### src/rtl/mem_port_arbiter_pkg.sv
// mem_port_arbiter_pkg: shared FSM state, load/store size codes and request latch type
package mem_port_arbiter_pkg;
   typedef enum logic [2:0] {IDLE, REQ_IF, WAIT_IF, REQ_MEM, WAIT_MEM} arb_state_t;
   localparam logic [2:0] MEM_SZ_B  = 3'b000;
   localparam logic [2:0] MEM_SZ_H  = 3'b001;
   localparam logic [2:0] MEM_SZ_W  = 3'b010;
   localparam logic [2:0] MEM_SZ_D  = 3'b011;
   localparam logic [2:0] MEM_SZ_BU = 3'b100;
   localparam logic [2:0] MEM_SZ_HU = 3'b101;
   localparam logic [2:0] MEM_SZ_WU = 3'b110;
   typedef struct packed {
      logic [63:0] addr;
      logic [63:0] wdata;
      logic [2:0]  size;
      logic        we;
   } mem_req_t;
endpackage

### src/rtl/mem_port_arbiter_lane_align.sv
// mem_lane_align: byte-lane alignment for a 64-bit RAM word
// Ports: size_i (funct3), offset_i (addr[2:0]), wdata_i/rdata_i in;
//        wstrb_o, wdata_o (lane-shifted store data), rdata_o (shifted, extended load data) out.
module mem_lane_align
   import mem_port_arbiter_pkg::*;
(
   input  logic [2:0]  size_i,
   input  logic [2:0]  offset_i,
   input  logic [63:0] wdata_i,
   input  logic [63:0] rdata_i,
   output logic [7:0]  wstrb_o,
   output logic [63:0] wdata_o,
   output logic [63:0] rdata_o
);
   logic [7:0]  mask;
   logic [63:0] sh;
   assign mask = (size_i[1:0] == 2'd0) ? 8'h01 :
                 (size_i[1:0] == 2'd1) ? 8'h03 :
                 (size_i[1:0] == 2'd2) ? 8'h0F : 8'hFF;
   // Lanes shifted past byte 7 fall off the 8-bit result.
   assign wstrb_o = mask << offset_i;
   assign wdata_o = wdata_i << {offset_i, 3'b000};
   assign sh      = rdata_i >> {offset_i, 3'b000};
   assign rdata_o = (size_i == MEM_SZ_B)  ? {{56{sh[7]}}, sh[7:0]}   :
                    (size_i == MEM_SZ_H)  ? {{48{sh[15]}}, sh[15:0]} :
                    (size_i == MEM_SZ_W)  ? {{32{sh[31]}}, sh[31:0]} :
                    (size_i == MEM_SZ_BU) ? {56'd0, sh[7:0]}         :
                    (size_i == MEM_SZ_HU) ? {48'd0, sh[15:0]}        :
                    (size_i == MEM_SZ_WU) ? {32'd0, sh[31:0]}        : sh;
endmodule

### src/rtl/mem_port_arbiter.sv
// mem_port_arbiter: shares one RAM port between instruction fetch and load/store
// Ports: if_* fetch requester (req/addr/kill in; rdata/valid/stall out),
//        mem_* load/store requester (req/we/addr/wdata/size in; rdata/done/stall out),
//        ram_* RAM port (req/we/addr/wdata/wstrb out; gnt/rvalid/rdata in).
// Optional: define ARB_STARVE_GUARD_EN to let IF win after STARVE_LIMIT MEM grants while it waits.
module mem_port_arbiter
   import mem_port_arbiter_pkg::*;
#(
   parameter int ADDR_W       = 64,
   parameter int DATA_W       = 64,
   parameter int STARVE_LIMIT = 4
) (
   input  logic              clk,
   input  logic              rst_n,
   input  logic              if_req,
   input  logic [ADDR_W-1:0] if_addr,
   input  logic              if_kill,
   output logic [31:0]       if_rdata,
   output logic              if_valid,
   output logic              if_stall,
   input  logic              mem_req,
   input  logic              mem_we,
   input  logic [ADDR_W-1:0] mem_addr,
   input  logic [DATA_W-1:0] mem_wdata,
   input  logic [2:0]        mem_size,
   output logic [DATA_W-1:0] mem_rdata,
   output logic              mem_done,
   output logic              mem_stall,
   output logic              ram_req,
   output logic              ram_we,
   output logic [ADDR_W-1:0] ram_addr,
   output logic [DATA_W-1:0] ram_wdata,
   output logic [7:0]        ram_wstrb,
   input  logic              ram_gnt,
   input  logic              ram_rvalid,
   input  logic [DATA_W-1:0] ram_rdata
);
   if (DATA_W != 64 || ADDR_W < 8 || ADDR_W > 64 || STARVE_LIMIT < 1 || STARVE_LIMIT > 7) begin : g_bad_cfg
      $error("mem_port_arbiter: unsupported parameter set");
   end
   arb_state_t  state_q, state_d;
   mem_req_t    req_q, req_d;
   logic        kill_q, kill_d;
   logic        starve_hit, grant_if, grant_mem, wr_act;
   logic [7:0]  al_wstrb;
   logic [63:0] al_wdata, al_rdata;
   assign grant_if  = (state_q == IDLE) & if_req & (~mem_req | starve_hit);
   assign grant_mem = (state_q == IDLE) & mem_req & ~grant_if;
`ifdef ARB_STARVE_GUARD_EN
   logic [2:0] starve_q, starve_d;
   assign starve_hit = starve_q == 3'(STARVE_LIMIT);
   assign starve_d   = grant_if ? 3'd0 : (grant_mem & if_req) ? starve_q + 3'd1 : starve_q;
   always_ff @(posedge clk or negedge rst_n) begin
      if (!rst_n) starve_q <= 3'd0;
      else starve_q <= starve_d;
   end
`else
   assign starve_hit = 1'b0;
`endif
   mem_lane_align u_align (
      .size_i   (req_q.size),
      .offset_i (req_q.addr[2:0]),
      .wdata_i  (req_q.wdata),
      .rdata_i  (ram_rdata),
      .wstrb_o  (al_wstrb),
      .wdata_o  (al_wdata),
      .rdata_o  (al_rdata)
   );
   always_ff @(posedge clk or negedge rst_n) begin
      if (!rst_n) begin
         state_q <= IDLE;
         req_q   <= '0;
         kill_q  <= 1'b0;
      end else begin
         state_q <= state_d;
         req_q   <= req_d;
         kill_q  <= kill_d;
      end
   end
   always_comb begin
      state_d  = state_q;
      req_d    = req_q;
      kill_d   = kill_q;
      ram_req  = 1'b0;
      if_valid = 1'b0;
      mem_done = 1'b0;
      case (state_q)
         IDLE: begin
            if (grant_mem) begin
               req_d   = '{addr: 64'(mem_addr), wdata: mem_wdata, size: mem_size, we: mem_we};
               state_d = REQ_MEM;
            end else if (grant_if) begin
               req_d   = '{addr: 64'(if_addr), wdata: 64'd0, size: MEM_SZ_W, we: 1'b0};
               state_d = REQ_IF;
            end
         end
         REQ_IF: begin
            ram_req = 1'b1;
            kill_d  = kill_q | if_kill;
            state_d = ram_gnt ? WAIT_IF : REQ_IF;
         end
         WAIT_IF: begin
            kill_d = kill_q | if_kill;
            if (ram_rvalid) begin
               // A killed fetch still consumes its response, silently.
               if_valid = ~(kill_q | if_kill);
               kill_d   = 1'b0;
               state_d  = IDLE;
            end
         end
         REQ_MEM: begin
            ram_req = 1'b1;
            state_d = ram_gnt ? WAIT_MEM : REQ_MEM;
         end
         WAIT_MEM: begin
            mem_done = ram_rvalid;
            state_d  = ram_rvalid ? IDLE : WAIT_MEM;
         end
         default: state_d = IDLE;
      endcase
   end
   assign wr_act    = ram_req & req_q.we;
   assign ram_we    = wr_act;
   assign ram_wstrb = wr_act ? al_wstrb : 8'd0;
   assign ram_wdata = wr_act ? al_wdata : '0;
   assign ram_addr  = ram_req ? ADDR_W'({req_q.addr[63:3], 3'b000}) : '0;
   assign if_rdata  = if_valid ? (req_q.addr[2] ? ram_rdata[63:32] : ram_rdata[31:0]) : 32'd0;
   assign mem_rdata = mem_done ? al_rdata : '0;
   assign if_stall  = if_req & ~if_valid;
   assign mem_stall = mem_req & ~mem_done;
endmodule

### config.mk
export PLATFORM = sky130hd
export DESIGN_NAME = mem_port_arbiter
export DESIGN_NICKNAME = d
export VERILOG_FILES = /design/src/rtl/mem_port_arbiter_pkg.sv /design/src/rtl/mem_port_arbiter_lane_align.sv /design/src/rtl/mem_port_arbiter.sv
export SDC_FILE = /design/constraint.sdc
export NUM_CORES = 1
export LEC_CHECK = 0
export BUFFER_PORTS_ARGS = -buffer_cell sky130_fd_sc_hd__buf_4
export CAP_MARGIN = 15
export CORE_AREA = 8 8 190 192
export DETAILED_ROUTE_END_ITERATION = 12
export DIE_AREA = 0 0 198 200
export SETUP_SLACK_MARGIN = 0.5
export SYNTH_ARGS = -nofsm -noshare
export SYNTH_HDL_FRONTEND = slang
export SYNTH_SLANG_ARGS = --single-unit
export TNS_END_PERCENT = 5
### constraint.sdc
create_clock -name clk -period 1.97 [get_ports clk]
set_input_delay 0.394 -clock clk [delete_from_list [all_inputs] [get_ports clk]]
set_output_delay 0.394 -clock clk [all_outputs]
set_load 0.02 [all_outputs]
Word-level counts from Yosys, hierarchy flattened
Cells that the tools add are included.
{"block": "word_totals", "inputBits": 267, "mem_bits_ro": 0, "n_memories": 0, "latchBits": 0, "ram_bits": 0, "register_bits": 136, "elab_cells": 73}
{"block": "classes", "n_shift": 3, "n_mux": 30, "addsub": 0, "n_div": 0, "order_cmp": 0, "n_reduce_logical": 8, "eq_ne": 13, "multipliers": 0, "bitwise_logic": 13}
{"cell": "$mux W64", "count": 9}
{"cell": "$mux W132", "count": 2}
{"cell": "$mux W32", "count": 2}
{"cell": "$shl A64 B6 Y64", "count": 1}
{"cell": "$shr A64 B6 Y64", "count": 1}
{"cell": "$mux W8", "count": 4}
{"cell": "$mux W3", "count": 5}
{"cell": "$pmux W3 S5", "count": 1}
{"cell": "$eq A3 B3 Y1 const B", "count": 4}
{"cell": "$eq A3 B2 Y1 const B", "count": 3}
{"cell": "$shl A8 B3 Y8", "count": 1}
{"cell": "$and A1 B1 Y1", "count": 7}
{"cell": "$eq A3 B1 Y1 const B", "count": 2}
{"cell": "$logic_not A3 Y1", "count": 2}
{"cell": "$mux W1", "count": 5}
{"cell": "$not A1 Y1", "count": 5}
{"cell": "$reduce_and A2 Y1", "count": 2}
{"cell": "$reduce_bool A2 Y1", "count": 2}
{"cell": "$ne A3 B3 Y1 const B", "count": 1}
{"cell": "$eq A2 B1 Y1 const B", "count": 1}
{"cell": "$eq A2 B2 Y1 const B", "count": 1}
{"cell": "$logic_not A2 Y1", "count": 1}
{"cell": "$mux W2", "count": 1}
{"cell": "$ne A2 B2 Y1 const B", "count": 1}
{"cell": "other kinds (3)", "count": 3}

Depth between registers and ports, before layout
{"block": "depth", "depth_word": 8, "ltp_mapped": 8, "mapped_depth_nobuf": 5}

Hierarchy
Synthesis repeated with hierarchy kept, for this count alone.
{"block": "hier_totals", "cells_unflattened": 1276, "hier_area_um2": 12134.1}
{"module": "mem_port_arbiter", "seq_area_each_um2": 3403.3, "cells_per_inst": 723, "area_per_inst_um2": 7713.6, "n_inst": 1}
{"module": "mem_lane_align", "seq_area_each_um2": 0.0, "cells_per_inst": 553, "area_per_inst_um2": 4420.5, "n_inst": 1}

Worst setup path before layout
OpenSTA, ideal clock, no wires.
{"block": "synth_timing", "path_type": "flip-flop to output port", "from": "reg req_q[68] (netlist bit)", "to": "out mem_rdata[18]", "path_stages_with_launch": 8, "setup_slack_ns": -0.513, "n_path_buf": 2, "t_required_ns": 1.576, "arrival_time_ns": 2.089, "path_cell_list": "dfrtp_1 -> buf_4 -> nand2b_1 -> mux4_2 -> nand3_1 -> nand3_2 -> buf_6 -> a211oi_1"}
{"block": "synth_between", "elab_chain_cells": 8}
{"element": "from (decl)", "line_no": "mem_port_arbiter.sv:42", "source": "mem_req_t req_q, req_d;"}
{"element": "from (signal assigned)", "line_no": "mem_port_arbiter.sv:76", "source": "req_q <= req_d;"}
{"element": "$shr A64 B6 Y64 *", "line_no": "mem_port_arbiter_lane_align.sv:23", "source": "assign sh = rdata_i >> {offset_i, 3'b000};"}
{"element": "$mux W64", "line_no": "mem_port_arbiter_lane_align.sv:29", "source": "(size_i == MEM_SZ_WU) ? {32'd0, sh[31:0]} : sh;"}
{"element": "$mux W64", "line_no": "mem_port_arbiter_lane_align.sv:28", "source": "(size_i == MEM_SZ_HU) ? {48'd0, sh[15:0]} :"}
{"element": "$mux W64", "line_no": "mem_port_arbiter_lane_align.sv:27", "source": "(size_i == MEM_SZ_BU) ? {56'd0, sh[7:0]} :"}
{"element": "$mux W64", "line_no": "mem_port_arbiter_lane_align.sv:26", "source": "(size_i == MEM_SZ_W) ? {{32{sh[31]}}, sh[31:0]} :"}
{"element": "$mux W64", "line_no": "mem_port_arbiter_lane_align.sv:25", "source": "(size_i == MEM_SZ_H) ? {{48{sh[15]}}, sh[15:0]} :"}
{"element": "$mux W64 *", "line_no": "mem_port_arbiter_lane_align.sv:24", "source": "assign rdata_o = (size_i == MEM_SZ_B) ? {{56{sh[7]}}, sh[7:0]} :"}
{"element": "$mux W64 *", "line_no": "mem_port_arbiter.sv:128", "source": "assign mem_rdata = mem_done ? al_rdata : '0;"}
{"element": "to (decl)", "line_no": "mem_port_arbiter.sv:26", "source": "output logic [DATA_W-1:0] mem_rdata,"}
Every way passes the cells marked *; elsewhere a longest branch is shown, timed or not.

Final worst setup path
{"block": "layout_timing", "from": "reg req_q[68] (netlist bit)", "to": "out mem_rdata[32]"}
The elaborated chain is that of the path after synthesis.

==> results.md <==
* Leading post-synthesis cells by cell area: dfrtp_1, mux2i_1, mux4_2
* Yosys cell types at 48
* Synth Area per Inst at ~8.5 um^2
* Outcome: complete, but fails checks
* Setup WS pre-CTS at -0.636 ns
* Min Clock Period, post-route at 2.96 ns
* I/O pins at between 500 and 600
* Placed insts at 2,192
* Antenna violations before repair at 3
* Die H at ~200 um
* Post-synthesis mux area share at 18.6%
* Max Cap Violations at 0
* Pwr/cell area at 1480 mW/mm^2
* Die area at just under 0.04 mm^2
* Main combinational cell family by area after synthesis: compound AO/OA/AOI/OAI gates
* Syn-to-layout area delta at 68.4%
* Clk slew on worst S/H paths at 0.07 ns
* Tcrit/Tclk final at 150%
* Leakage at roughly 8 nW
* CTS Sinks at around 140
* Total negative slack at -121.06 ns
* Worst-Skew Late Latency at between 0.4 and 0.5 ns
* Hold Vio Cnt, Final at 0
* Number of fill cells at a little over 3,000
* Layout Utilization at around 53%
* Total chip power at 25.7 mW
* Worst Path Max Fanout at 14
* Vias in the first global route at around 12,000
* Initial core utilization at between 30% and 40%
* Slew at the pin closest to its max-slew limit at 0.529 ns
* CTS root buffer: clkbuf_16
* Clock tree buffer depth at 2
* Hold crit path type: input port to flip-flop
* Failing checks: setup timing
* Reg power frac at about a fifth
* Area leader, netlist: dfrtp_1
* Final setup skew at 0.0272 ns
* Reg2reg start: state_q[2]
* Routability cong. at about 0.97
* Simple-gate portion of the synthesized area at 18.9%
* Share of the synthesized area in the top cell type at between 30% and 40%
* Worst Setup Path Type: flip-flop to output pin
* Setup crit start kind: flip-flop
* Non-Filler Instances at about 2,200
* Setup Viol. Count Final at 172
* Pre-antenna DRT Iters at 4
* Largest net degree at the start of global routing at between 80 and 90
* VDD IR max at about 0.72 mV
* TritonCTS Buffers at 17
* Synthesized flop and latch total at ~140
* Buffers on Ports at around 500
* Post-synth EDFFs at 0
* Layout cells sized above 1 at approximately 50%
* Hold Path Sink: req_q[56]
* Design Area, Final at about 0.017 mm^2
* Normalized max-slew margin at 64.7%
* Compound-Gate Fraction of Synth Area at between 20% and 30%
* Placed Area at ~0.016 mm^2
* Sequential fraction of the synthesis area at around a third
* Synth Flop Type: dfrtp_1
* Smallest hold slack at roughly 0.17 ns
* First-pass GRT wire length at 76,100 um
* Max Clk Rate at 338 MHz
* Adder-cell share of the synthesized area at 0%
* Reg-to-reg slack, setup at roughly 0.24 ns
* Vias per std cell at about 5.3
* Worst Reg-to-Reg Cells at 5
* XOR/XNOR share of the synthesized area at 0%
* Antenna viol nets, final at 0
* Dpl hpwl at ~40,000 um
* Slew Limit Fails at 0
* Total wire length at between 50,000 and 60,000 um
* Total number of vias at approximately 12,000
* # rows at 67
* Worst hold start: mem_wdata[52]
* Global route overflow at 0
* Crit end category: output pin
* RSZ-0062 raised after global routing: yes
* Layout Nets at between 2,000 and 2,500
* Sw Pwr at ~12 mW
* Gr usage total at ~25%
* Clock power frac at between 10% and 20%
* Mapped Area at 0.0103 mm^2
* CP arrival at 2.56 ns
* Synth warn at 0
* DRC viols at 0
* Power Internal at around 14 mW
* Worst Hold Depth at 2
* Req. time, crit path at roughly 1.6 ns
* Gate power share at between 60% and 70%
* CORE AREA at between 0.03 and 0.04 mm^2
* H-tree depth at 4
* Mapped Cells at approximately 1,200
* Worst R2R End: req_q[6]
* Setup ws final at -0.987 ns
* Switching Fraction at 46.9%
* Top cells by count, synth: dfrtp_1, nand2_1, nor2_1, mux2i_1, o21ai_0
* Horiz. Die Dim at 198 um
* Post-synth ARST share at 100%
* Top-count cell post-synth: dfrtp_1
* Iter 0 DRT Violations at about 670
* Drt wl/cell at 23.5 um
* CTS tree: yes
-- logic make-up (layout without fill, tap and decap cells) --
logic type	count (synthesis)	after routing
buf+inv	138	700
other cells	1	4
simple gates	415	415
mux	151	151
compound gates	373	373
flops	136	136
-- per-layer routing --
layer  vias to the layer above  GRT usage, %  share of wire, %
met1                      5778          29.7                40
met4                         2          9.62               3.3
met5                         -             0             0.021
li1                       5506             -                 -
met2                       516          44.4                50
met3                        81          5.36               7.0
-- power groups by stage --
stage               Sequential [mW]  Combinational [mW]  Clock (mW)
global placement               5.02                16.0           0
finish                         5.09                17.2        3.43
floorplan                      4.63                10.2           0
global route                   5.23                18.4        3.62
detailed placement             5.06                16.2           0
CTS                            5.04                16.9        3.49
-- cell usage in the layout (no fill, tap or decap), types with 17 or more instances in the layout --
cell type	netlist	layout
buf_6	1	57
dfrtp_1	136	133
a21oi_4	0	26
nand2_1	133	131
clkbuf_16	0	18
o22ai_1	66	65
nor2_1	128	118
a21oi_1	78	21
and2_1	78	74
mux2_2	18	17
a211oi_1	32	26
buf_12	0	23
nor2b_1	27	24
mux2i_1	102	88
a22o_1	67	67
o21ai_0	90	81
mux4_2	31	31
buf_4	8	571
a21oi_2	0	31
-- final cells by class --
cell class | count | area, um^2 | share of cell area (%)
diodes | 1 | 2.50 | 0.0144
clock buffers | 17 | 425 | 2.44
clock inverters | 15 | 198 | 1.13
inverters | 11 | 45.0 | 0.259
repair buffers | 657 | 5510 | 31.6
well taps | 448 | 561 | 3.22
flip-flops and latches | 136 | 3410 | 19.6
multi-input cells | 942 | 7270 | 41.7
-- sequential cells by signal (all words and copies together), names as in the netlist --
name and count:
req_q 132, state_q 3, kill_q 1
-- worst max path at each step --
stage               startpoint       endpoint  slack, ns  cells after the start
finish               req_q[68]  mem_rdata[32]      -0.99                      9
global route         req_q[68]  mem_rdata[32]      -1.08                      9
CTS                  req_q[68]  mem_rdata[32]      -0.99                      9
detailed placement   req_q[68]  mem_rdata[16]      -0.64                      9
global placement     req_q[68]  mem_rdata[17]      -0.58                      9
floorplan            req_q[68]  mem_rdata[24]      -0.28                      7
-- worst max-delay path, stage by stage, from the launching register on --
cell and delay, ns:
dfrtp_4 0.55, buf_6 0.15, mux2i_1 0.10, mux4_2 0.50, nand3_2 0.12, nand3_4 0.10
buf_12 0.19, buf_12 0.15, a21oi_2 0.10, buf_4 0.15
-- what timing repair did --
action	in CTS	in global routing
setup endpoints to repair	367	367
setup buffers	0	0
hold buffers	1	0
gates cloned	0	1
resized for setup	96	54
hold endpoints to repair	43	0
pin swaps	7	6
No activity file was read; power rests on OpenSTA's default activity.
